<file path="config.mk">
export PLATFORM = sky130hd
export DESIGN_NAME = hwpe_stream_source_scheduler
export DESIGN_NICKNAME = d
export VERILOG_FILES = /design/src/rtl/hwpe_stream_source_scheduler.sv
export SDC_FILE = /design/constraint.sdc
export NUM_CORES = 1
export LEC_CHECK = 0
export ABC_CLOCK_PERIOD_IN_PS = 4300
export CORE_ASPECT_RATIO = 0.75
export CORE_UTILIZATION = 40
export CTS_BUF_LIST = sky130_fd_sc_hd__clkbuf_16
export CTS_CLUSTER_DIAMETER = 50
export DETAILED_ROUTE_END_ITERATION = 6
export SLEW_MARGIN = 20
export SYNTH_ARGS = -nofsm -noshare
export SYNTH_HDL_FRONTEND = slang
export SYNTH_SLANG_ARGS = --single-unit
</file>
<file path="constraint.sdc">
create_clock -name clk_i -period 4.3 [get_ports clk_i]
set_clock_uncertainty 0.1 [all_clocks]
set_input_delay 1.29 -clock clk_i [delete_from_list [all_inputs] [get_ports clk_i]]
set_output_delay 1.29 -clock clk_i [all_outputs]
set_load 0.1 [all_outputs]
</file>
<file path="src/rtl/hwpe_stream_source_scheduler.sv">
// hwpe_stream_source_scheduler
//
// Job sequencer placed in front of a single streamer source. Transfer
// descriptors are queued in a small circular FIFO and handed to the source
// one job at a time. Each descriptor is held stable for the whole job.
// The next job is issued only after the source reports done.
//
// Ports:
//   clk_i, rst_ni            clock, asynchronous active-low reset
//   clear_i                  synchronous clear (highest priority)
//   enable_i                 allow new jobs to be issued; 0 pauses after current job
//   job_valid_i/job_ready_o  descriptor push handshake
//   job_*_i                  descriptor fields pushed into the queue
//   src_req_start_o          start request to the source
//   src_ready_start_i        source idle/ready flag
//   src_done_i               source done pulse
//   src_clear_o              one-cycle clear to the source
//   src_*_o                  descriptor of the job in flight
//   busy_o                   job in flight (ISSUE or RUN)
//   pending_o                queued jobs, excluding the one in flight
//   jobs_done_o              completed jobs since clear, wrapping
//   evt_all_done_o           pulse: job completed with the queue empty
//   err_timeout_o            sticky watchdog error (watchdog build only)
//
// Optional feature: define HWPE_SOURCE_SCHEDULER_TIMEOUT_EN to add a RUN-state
// watchdog. When it expires, the job is dropped, the source is cleared, and
// err_timeout_o is set.

module hwpe_stream_source_scheduler #(
  parameter int unsigned QUEUE_DEPTH    = 4,
  parameter int unsigned TRANS_CNT      = 16,
  parameter int unsigned CNT_WIDTH      = 16,
  parameter int unsigned TIMEOUT_CYCLES = 4096
) (
  input  logic                           clk_i,
  input  logic                           rst_ni,
  input  logic                           clear_i,
  input  logic                           enable_i,
  input  logic                           job_valid_i,
  output logic                           job_ready_o,
  input  logic [31:0]                    job_base_addr_i,
  input  logic [TRANS_CNT-1:0]           job_trans_size_i,
  input  logic [15:0]                    job_line_stride_i,
  input  logic [15:0]                    job_line_length_i,
  output logic                           src_req_start_o,
  input  logic                           src_ready_start_i,
  input  logic                           src_done_i,
  output logic                           src_clear_o,
  output logic [31:0]                    src_base_addr_o,
  output logic [TRANS_CNT-1:0]           src_trans_size_o,
  output logic [15:0]                    src_line_stride_o,
  output logic [15:0]                    src_line_length_o,
  output logic                           busy_o,
  output logic [$clog2(QUEUE_DEPTH):0]   pending_o,
  output logic [CNT_WIDTH-1:0]           jobs_done_o,
`ifdef HWPE_SOURCE_SCHEDULER_TIMEOUT_EN
  output logic                           err_timeout_o,
`endif
  output logic                           evt_all_done_o
);

  localparam int unsigned PTR_W = $clog2(QUEUE_DEPTH);
  localparam logic [PTR_W:0] DEPTH_VAL = (PTR_W+1)'(QUEUE_DEPTH);

  typedef enum logic [1:0] {IDLE, ISSUE, RUN} state_e;

  state_e state_q, state_d;

  logic [31:0]          fifo_base   [QUEUE_DEPTH];
  logic [TRANS_CNT-1:0] fifo_trans  [QUEUE_DEPTH];
  logic [15:0]          fifo_stride [QUEUE_DEPTH];
  logic [15:0]          fifo_length [QUEUE_DEPTH];

  logic [PTR_W-1:0]     wr_ptr_q, rd_ptr_q;
  logic [PTR_W:0]       count_q;
  logic                 full, empty, push, pop, job_done, timeout_hit;

  logic [31:0]          cur_base_q;
  logic [TRANS_CNT-1:0] cur_trans_q;
  logic [15:0]          cur_stride_q, cur_length_q;
  logic [CNT_WIDTH-1:0] jobs_done_q;
  logic                 evt_q, src_clear_q;

  assign full  = (count_q == DEPTH_VAL);
  assign empty = (count_q == '0);
  assign push  = job_valid_i && !full;

  // Descriptor storage. Pointers are reset by clear, so stale entries are
  // never read and the array itself needs no reset.
  always_ff @(posedge clk_i) begin
    if (push) begin
      fifo_base[wr_ptr_q]   <= job_base_addr_i;
      fifo_trans[wr_ptr_q]  <= job_trans_size_i;
      fifo_stride[wr_ptr_q] <= job_line_stride_i;
      fifo_length[wr_ptr_q] <= job_line_length_i;
    end
  end

`ifdef HWPE_SOURCE_SCHEDULER_TIMEOUT_EN
  localparam int unsigned WD_W = $clog2(TIMEOUT_CYCLES + 1);
  logic [WD_W-1:0] wd_cnt_q;
  logic            wd_expired, err_q;

  assign wd_expired    = (state_q == RUN) && (wd_cnt_q == WD_W'(TIMEOUT_CYCLES - 1));
  assign err_timeout_o = err_q;

  // The watchdog restarts from zero on every entry into RUN. The error flag
  // is sticky until reset or clear.
  always_ff @(posedge clk_i or negedge rst_ni) begin
    if (!rst_ni) begin
      wd_cnt_q <= '0;
      err_q    <= 1'b0;
    end else if (clear_i) begin
      wd_cnt_q <= '0;
      err_q    <= 1'b0;
    end else begin
      wd_cnt_q <= (state_q == RUN) ? wd_cnt_q + 1'b1 : '0;
      err_q    <= err_q | timeout_hit;
    end
  end
`endif

  // Next-state logic. A pop always coincides with latching the head into
  // the current-descriptor register. This happens either from IDLE or
  // directly out of RUN, so back-to-back jobs skip the IDLE cycle.
  always_comb begin
    state_d     = state_q;
    pop         = 1'b0;
    job_done    = 1'b0;
    timeout_hit = 1'b0;
    unique case (state_q)
      IDLE: begin
        if (!empty && enable_i) begin
          pop     = 1'b1;
          state_d = ISSUE;
        end
      end
      ISSUE: begin
        if (src_ready_start_i) state_d = RUN;
      end
      RUN: begin
        if (src_done_i) begin
          job_done = 1'b1;
          if (!empty && enable_i) begin
            pop     = 1'b1;
            state_d = ISSUE;
          end else begin
            state_d = IDLE;
          end
        end
`ifdef HWPE_SOURCE_SCHEDULER_TIMEOUT_EN
        else if (wd_expired) begin
          timeout_hit = 1'b1;
          state_d     = IDLE;
        end
`endif
      end
      default: state_d = IDLE;
    endcase
  end

  // State register; clear forces IDLE ahead of any transition.
  always_ff @(posedge clk_i or negedge rst_ni) begin
    if (!rst_ni)      state_q <= IDLE;
    else if (clear_i) state_q <= IDLE;
    else              state_q <= state_d;
  end

  // Queue bookkeeping, current descriptor, completion counter and events.
  // The source is cleared only if clear arrives while a job is in flight.
  always_ff @(posedge clk_i or negedge rst_ni) begin
    if (!rst_ni) begin
      wr_ptr_q     <= '0;
      rd_ptr_q     <= '0;
      count_q      <= '0;
      cur_base_q   <= '0;
      cur_trans_q  <= '0;
      cur_stride_q <= '0;
      cur_length_q <= '0;
      jobs_done_q  <= '0;
      evt_q        <= 1'b0;
      src_clear_q  <= 1'b0;
    end else if (clear_i) begin
      wr_ptr_q     <= '0;
      rd_ptr_q     <= '0;
      count_q      <= '0;
      cur_base_q   <= '0;
      cur_trans_q  <= '0;
      cur_stride_q <= '0;
      cur_length_q <= '0;
      jobs_done_q  <= '0;
      evt_q        <= 1'b0;
      src_clear_q  <= (state_q != IDLE);
    end else begin
      if (push) wr_ptr_q <= wr_ptr_q + 1'b1;
      if (pop) begin
        rd_ptr_q     <= rd_ptr_q + 1'b1;
        cur_base_q   <= fifo_base[rd_ptr_q];
        cur_trans_q  <= fifo_trans[rd_ptr_q];
        cur_stride_q <= fifo_stride[rd_ptr_q];
        cur_length_q <= fifo_length[rd_ptr_q];
      end
      if (push && !pop)      count_q <= count_q + 1'b1;
      else if (!push && pop) count_q <= count_q - 1'b1;
      if (job_done) jobs_done_q <= jobs_done_q + 1'b1;
      evt_q       <= job_done && empty;
      src_clear_q <= timeout_hit;
    end
  end

  assign job_ready_o       = !full;
  assign src_req_start_o   = (state_q == ISSUE);
  assign src_clear_o       = src_clear_q;
  assign src_base_addr_o   = cur_base_q;
  assign src_trans_size_o  = cur_trans_q;
  assign src_line_stride_o = cur_stride_q;
  assign src_line_length_o = cur_length_q;
  assign busy_o            = (state_q != IDLE);
  assign pending_o         = count_q;
  assign jobs_done_o       = jobs_done_q;
  assign evt_all_done_o    = evt_q;

endmodule
</file>
# [Word-level counts from Yosys, hierarchy flattened]
# Memory sizes are Yosys's and may differ from the RTL's.
# Index checks and enable logic that the tools add are counted.
# Widths: inputs -> output; s select.
[classes] addsub=5 eq_ne=6 n_mux=32 reduce_logical=17
[ops] cell="$mux 16" count=8
[ops] cell="$mux 32" count=2
[ops] cell="$add 16x1->16 const B" count=1
[ops] cell="$mux 2" count=8
[ops] cell="$mux 1" count=9
[ops] cell="$mux 3" count=3
[ops] cell="$reduce_bool 2->1" count=4
[ops] cell="$ne 3x3->1 const B" count=2
[ops] cell="$pmux 2 s3" count=1
[ops] cell="$logic_and 1x1->1" count=5
[ops] cell="$add 2x1->2 const B" count=2
[ops] cell="$logic_not 1->1" count=4
[ops] cell="$add 3x1->3 const B" count=1
[ops] cell="$eq 3x3->1 const B" count=1
[ops] cell="$logic_not 3->1" count=1
[ops] cell="$ne 3x2->1 const B" count=1
[ops] cell="$reduce_and 3->1" count=1
[ops] cell="$reduce_bool 3->1" count=1
[ops] cell="$sub 3x1->3 const B" count=1
[ops] cell="$eq 2x1->1 const B" count=1
[ops] cell="$eq 2x2->1 const B" count=1
[ops] cell="$logic_not 2->1" count=1
[ops] cell="$pmux 1 s2" count=1
[word_totals] ff_bits=107 ram_bits=320 in_bits=87 n_memories=4
[memory_table] name="fifo_base" words=4 word_bits=32 read_ports=1 rd_clocked_by_memory_dff=0 write_ports=1 line_no="69" text="logic [31:0] fifo_base [QUEUE_DEPTH];"
[memory_table] name="fifo_length" words=4 word_bits=16 read_ports=1 rd_clocked_by_memory_dff=0 write_ports=1 line_no="72" text="logic [15:0] fifo_length [QUEUE_DEPTH];"
[memory_table] name="fifo_stride" words=4 word_bits=16 read_ports=1 rd_clocked_by_memory_dff=0 write_ports=1 line_no="71" text="logic [15:0] fifo_stride [QUEUE_DEPTH];"
[memory_table] name="fifo_trans" words=4 word_bits=16 read_ports=1 rd_clocked_by_memory_dff=0 write_ports=1 line_no="70" text="logic [TRANS_CNT-1:0] fifo_trans [QUEUE_DEPTH];"

# [Logic depth before layout (Yosys ltp)]
[logic_depth] word_depth=10 ltp_mapped=9 mapped_depth_nobuf=8

# [Worst setup path before layout]
# OpenSTA, ideal clock, no wires.
[synth_path] path_type="register -> register" from="register count_q[2], in the netlist pending_o[2]" to="register count_q[2], in the netlist pending_o[2]" setup_ps=124 arrival_time_ps=2917 required_ps=4076 path_slack_ps=1159 path_stages_with_launch=9 path_buffers=1 period_less_slack_ps=3141 path_cell_list="dfrtp_1 or3b_4 and2_4 buf_6 and2_2 fa_1 nand4b_1 a22oi_1 nor3_1"
[synth_via] word_cells_on_any_way=19
[synth_lines] element="start, declared" line_no="75" text="logic [PTR_W:0] count_q;"
[synth_lines] element="start signal, assigned" line_no="203" text="if (push && !pop) count_q <= count_q + 1'b1;"
[synth_lines] element="start signal, assigned" line_no="204" text="else if (!push && pop) count_q <= count_q - 1'b1;"
[synth_lines] element="$eq 3x3->1 (*)" line_no="84" text="assign full = (count_q == DEPTH_VAL);"
[synth_lines] element="$logic_not 1->1 (*)"
[synth_lines] element="net job_ready_o" line_no="40" text="output logic job_ready_o,"
[synth_lines] element="$logic_and 1x1->1 (*)" line_no="86" text="assign push = job_valid_i && !full;"
[synth_lines] element="$logic_and 1x1->1 or $logic_not 1->1 (tied branches)" line_no="203, 204"
[synth_lines] element="$mux 3 or $logic_and 1x1->1 (tied branches)" line_no="203, 204"
[synth_lines] element="$mux 3 or $reduce_bool 3->1 (tied branches)"
# Mark *: on every way through the listed nets, which the timed path passes. The rest lies on a longest branch. The select of a mux whose other input is x is not followed.
# A chain may end at the register's enable or synchronous reset.

# [Final worst setup path]
[layout_path] from="register state_q[1]" to="output port busy_o"
[layout_via] elab_chain_len=1
[layout_rtl] element="start, declared" line_no="67" text="state_e state_q, state_d;"
[layout_rtl] element="start signal, assigned" line_no="166" text="else state_q <= state_d;"
[layout_rtl] element="$reduce_bool 2->1" line_no="218" text="assign busy_o = (state_q != IDLE);"
[layout_rtl] element="end, declared" line_no="53" text="output logic busy_o,"
# Every way passes these cells.

==> results.cfg <==
[route]
drc = 12
drtAntennaViolNets = 0
vias_per_cell = 5.13
finalWirelength_mm = 34.7
drtIter0Drc = 417
dr.pass1.iters = 7
num_vias = 8605
wl_per_cell_um = 20.7

[logic_synthesis]
synth_area_mm2 = 0.0162
synth-edff-count = 320
ys_ff_latch = 427
async_reset_ff_share_pct = 25.1
synthDistinctLibCells = 52
synth.area.top_cells = edfxtp_1 59%, dfrtp_1 17%, mux4_2 11%, nand2_1 3.9%, a21oi_1 2.7%
synth.largest_area_cell = edfxtp_1
syn_area_per_cell_um2 = 17.6
synth_ff_type = edfxtp_1
synth_warnings = 0
yosysSeqAreaShare_pct = 75.9
syn_nets = 1012
synth_most_common_cell = edfxtp_1
synth_top_area_share_pct = 59.4
synth_top_cells_by_count = 320 x edfxtp_1, 168 x nand2_1, 107 x dfrtp_1
synthCells = 919

[clocking]
cts_buffers = 44
postCtsSetupBuffers = 0
h-tree-depth = 2
cts_tree = built
cts_hold_buf = 0
cts_buffer_depth = 3
worstSkewPairLatency_ns = 0.54
clock_sinks = 427
post_cts_resized = 0
cts.clk_slew.worst_paths_ns = 0.06
root_buffer = clkbuf_16

[worst_setup_path]
worstPathRequired_ns = 2.91
path_class = flip-flop to output port
worstPathArrival_ns = 2.27
path_cells = or2_2 -> clkdlybuf4s50_1
endpoint_kind = output port
startpoint_type = flip-flop
crit_fanout = 7
worst_path_largest_cell_delay_ns = 0.98
cpMaxStageDelayCell = clkdlybuf4s50_1

[pwr]
vdd_drop_max_mv = 0.469
swShare_pct = 35.5
total_power_w = 0.0131
pwr-share-clk_pct = 27.7
power_density_mw_per_mm2 = 652
p_switching_w = 0.00467
power.internal_w = 0.00846
p_comb_share_pct = 31.4
leakage_nw = 6.93
seqPwrFrac_pct = 40.9

[outcome]
violations = DRC
status = finished with violations

[final_layout]
regArea_mm2 = 0.0123
multiInputGateArea_mm2 = 0.00367
n_fill_cell = 3315
nets = 1214
synthToLayoutAreaGrowth_pct = 24.5
layout-drive-gt1-share_pct = 16.6

[timing]
slew_violations = 0
rsz0062_at_grt = no
setup_viol = 0
tns_ns = 0
finalCritPeriodShare_pct = 85.0
fmax_ghz = 0.274
fin_crit_ns = 3.66
maxSlewHeadroom_pct = 30.2
tightestPinTransition_ns = 1.04
hold_viol_final = 0

[place]
numPortBuffers = 190
hpwl_mm = 19.4
gp_congestion = 0.743

[die]
start_util_pct = 40.7
die_area_mm2 = 0.0413
rows = 63
die_y_um = 176
ios = 191
die_w_um = 234
core_area_mm2 = 0.0397

[global_routing]
grt_usage_pct = 17.4
grt_pass1_vias = 9009
grt_antenna_before_repair = 4
grt_max_degree = 82
grt_pass1_wl_mm = 53.8
overflow = 0

[flow_run]
drv_cap = 0

[min_path]
min_path_type = flip-flop to flip-flop
per-layer routing:
metal	track usage, %	vias up	wire (µm)
li1	-	3906	-
met1	23.9	4445	15500
met3	3.91	55	1920
met2	27.8	197	16500
met5	0	-	18
met4	5.33	2	746
flip-flops by register name (all words and copies together), names as in the netlist, 3 cells and up:
| signal | flops |
|---|---|
| fifo_base | 128 |
| fifo_length | 64 |
| fifo_stride | 64 |
| fifo_trans | 64 |
| jobs_done_o | 16 |
| pending_o | 3 |
| src_base_addr_o | 32 |
| src_line_length_o | 16 |
| src_line_stride_o | 16 |
| src_trans_size_o | 16 |
worst max-delay path: cells and delay by family (launching register included):
kind	cells	cell delay (ns)
buffers and inverters	1	0.98
DFF	1	0.42
and+or+nand+nor	1	0.32
path summary, 6_finish.rpt:
| path | start | end | slack [ns] | cells after the start |
|---|---|---|---|---|
| max reg2reg | pending_o[1]$_DFFE_PN0P_ | pending_o[2]$_DFFE_PN0P_ | 1.91 | 7 |
| min in group asynchronous | rst_ni | src_line_length_o[14]$_DFFE_PN0P_ | 0.73 | 1 |
| max | state_q[1]$_DFFE_PN0P_ | busy_o | 0.64 | 2 |
| min | src_base_addr_o[23]$_DFFE_PN0P_ | src_base_addr_o[23]$_DFFE_PN0P_ | 0.42 | 2 |
| max in group asynchronous | rst_ni | src_base_addr_o[19]$_DFFE_PN0P_ | 2.56 | 2 |
| min reg2reg | src_base_addr_o[23]$_DFFE_PN0P_ | src_base_addr_o[23]$_DFFE_PN0P_ | 0.42 | 2 |
metrics by stage:
step           setup WS [ns]  area, µm²  std cells  hold slack (ns)  util [%]
2_1_floorplan           1.16      16200        919            0.438         -
6_report               0.645      20100       1676            0.419      50.7
3_3_place_gp           0.843      18800       1595            0.410      47.2
4_1_cts                0.618      20100       1674            0.423      50.7
5_1_grt                0.595      20100       1676            0.446      50.7
3_5_place_dp           0.792      18800       1595            0.415      47.2
power by group through the flow:
stage	clock network, W	registers (W)	logic (W)
4_1_cts	0.00375	0.00538	0.00420
5_1_grt	0.00391	0.00543	0.00437
3_5_place_dp	0	0.00546	0.00420
6_report	0.00364	0.00536	0.00412
3_3_place_gp	0	0.00544	0.00418
2_1_floorplan	0	0.00682	0.00165
cell type report:
cell class | instances | share of cell area, %
repair buffers | 206 | 10.6
well taps | 520 | 3.23
inverters | 6 | 0.112
clock inverters | 34 | 1.22
diodes | 2 | 0.0248
flip-flops and latches | 427 | 61.0
multi-input cells | 436 | 18.2
clock buffers | 45 | 5.59
logic make-up (layout without fill, tap and decap cells):
group | Yosys count | after routing | share of synthesized area (%)
simple gates | 236 | 236 | 6.57
compound gates | 96 | 96 | 3.09
flops | 427 | 427 | 75.9
fa+ha+maj | 6 | 6 | 0.510
mux | 85 | 85 | 11.5
buf+inv | 56 | 291 | 1.55
other cells | 0 | 2 | 0
xor+xnor | 13 | 13 | 0.820
layout by cell type, fill, tap and decap left out, types with 9 or more instances in the layout:
cell type        instances
nor2_1                  22
edfxtp_1               320
clkbuf_16               45
mux4_2                  80
nand2_1                168
a21oi_1                 87
clkdlybuf4s50_1        178
clkinv_2                 9
inv_1                   16
buf_4                   17
dfrtp_1                105
buf_12                  11
Power figures use the tool's default switching activity.
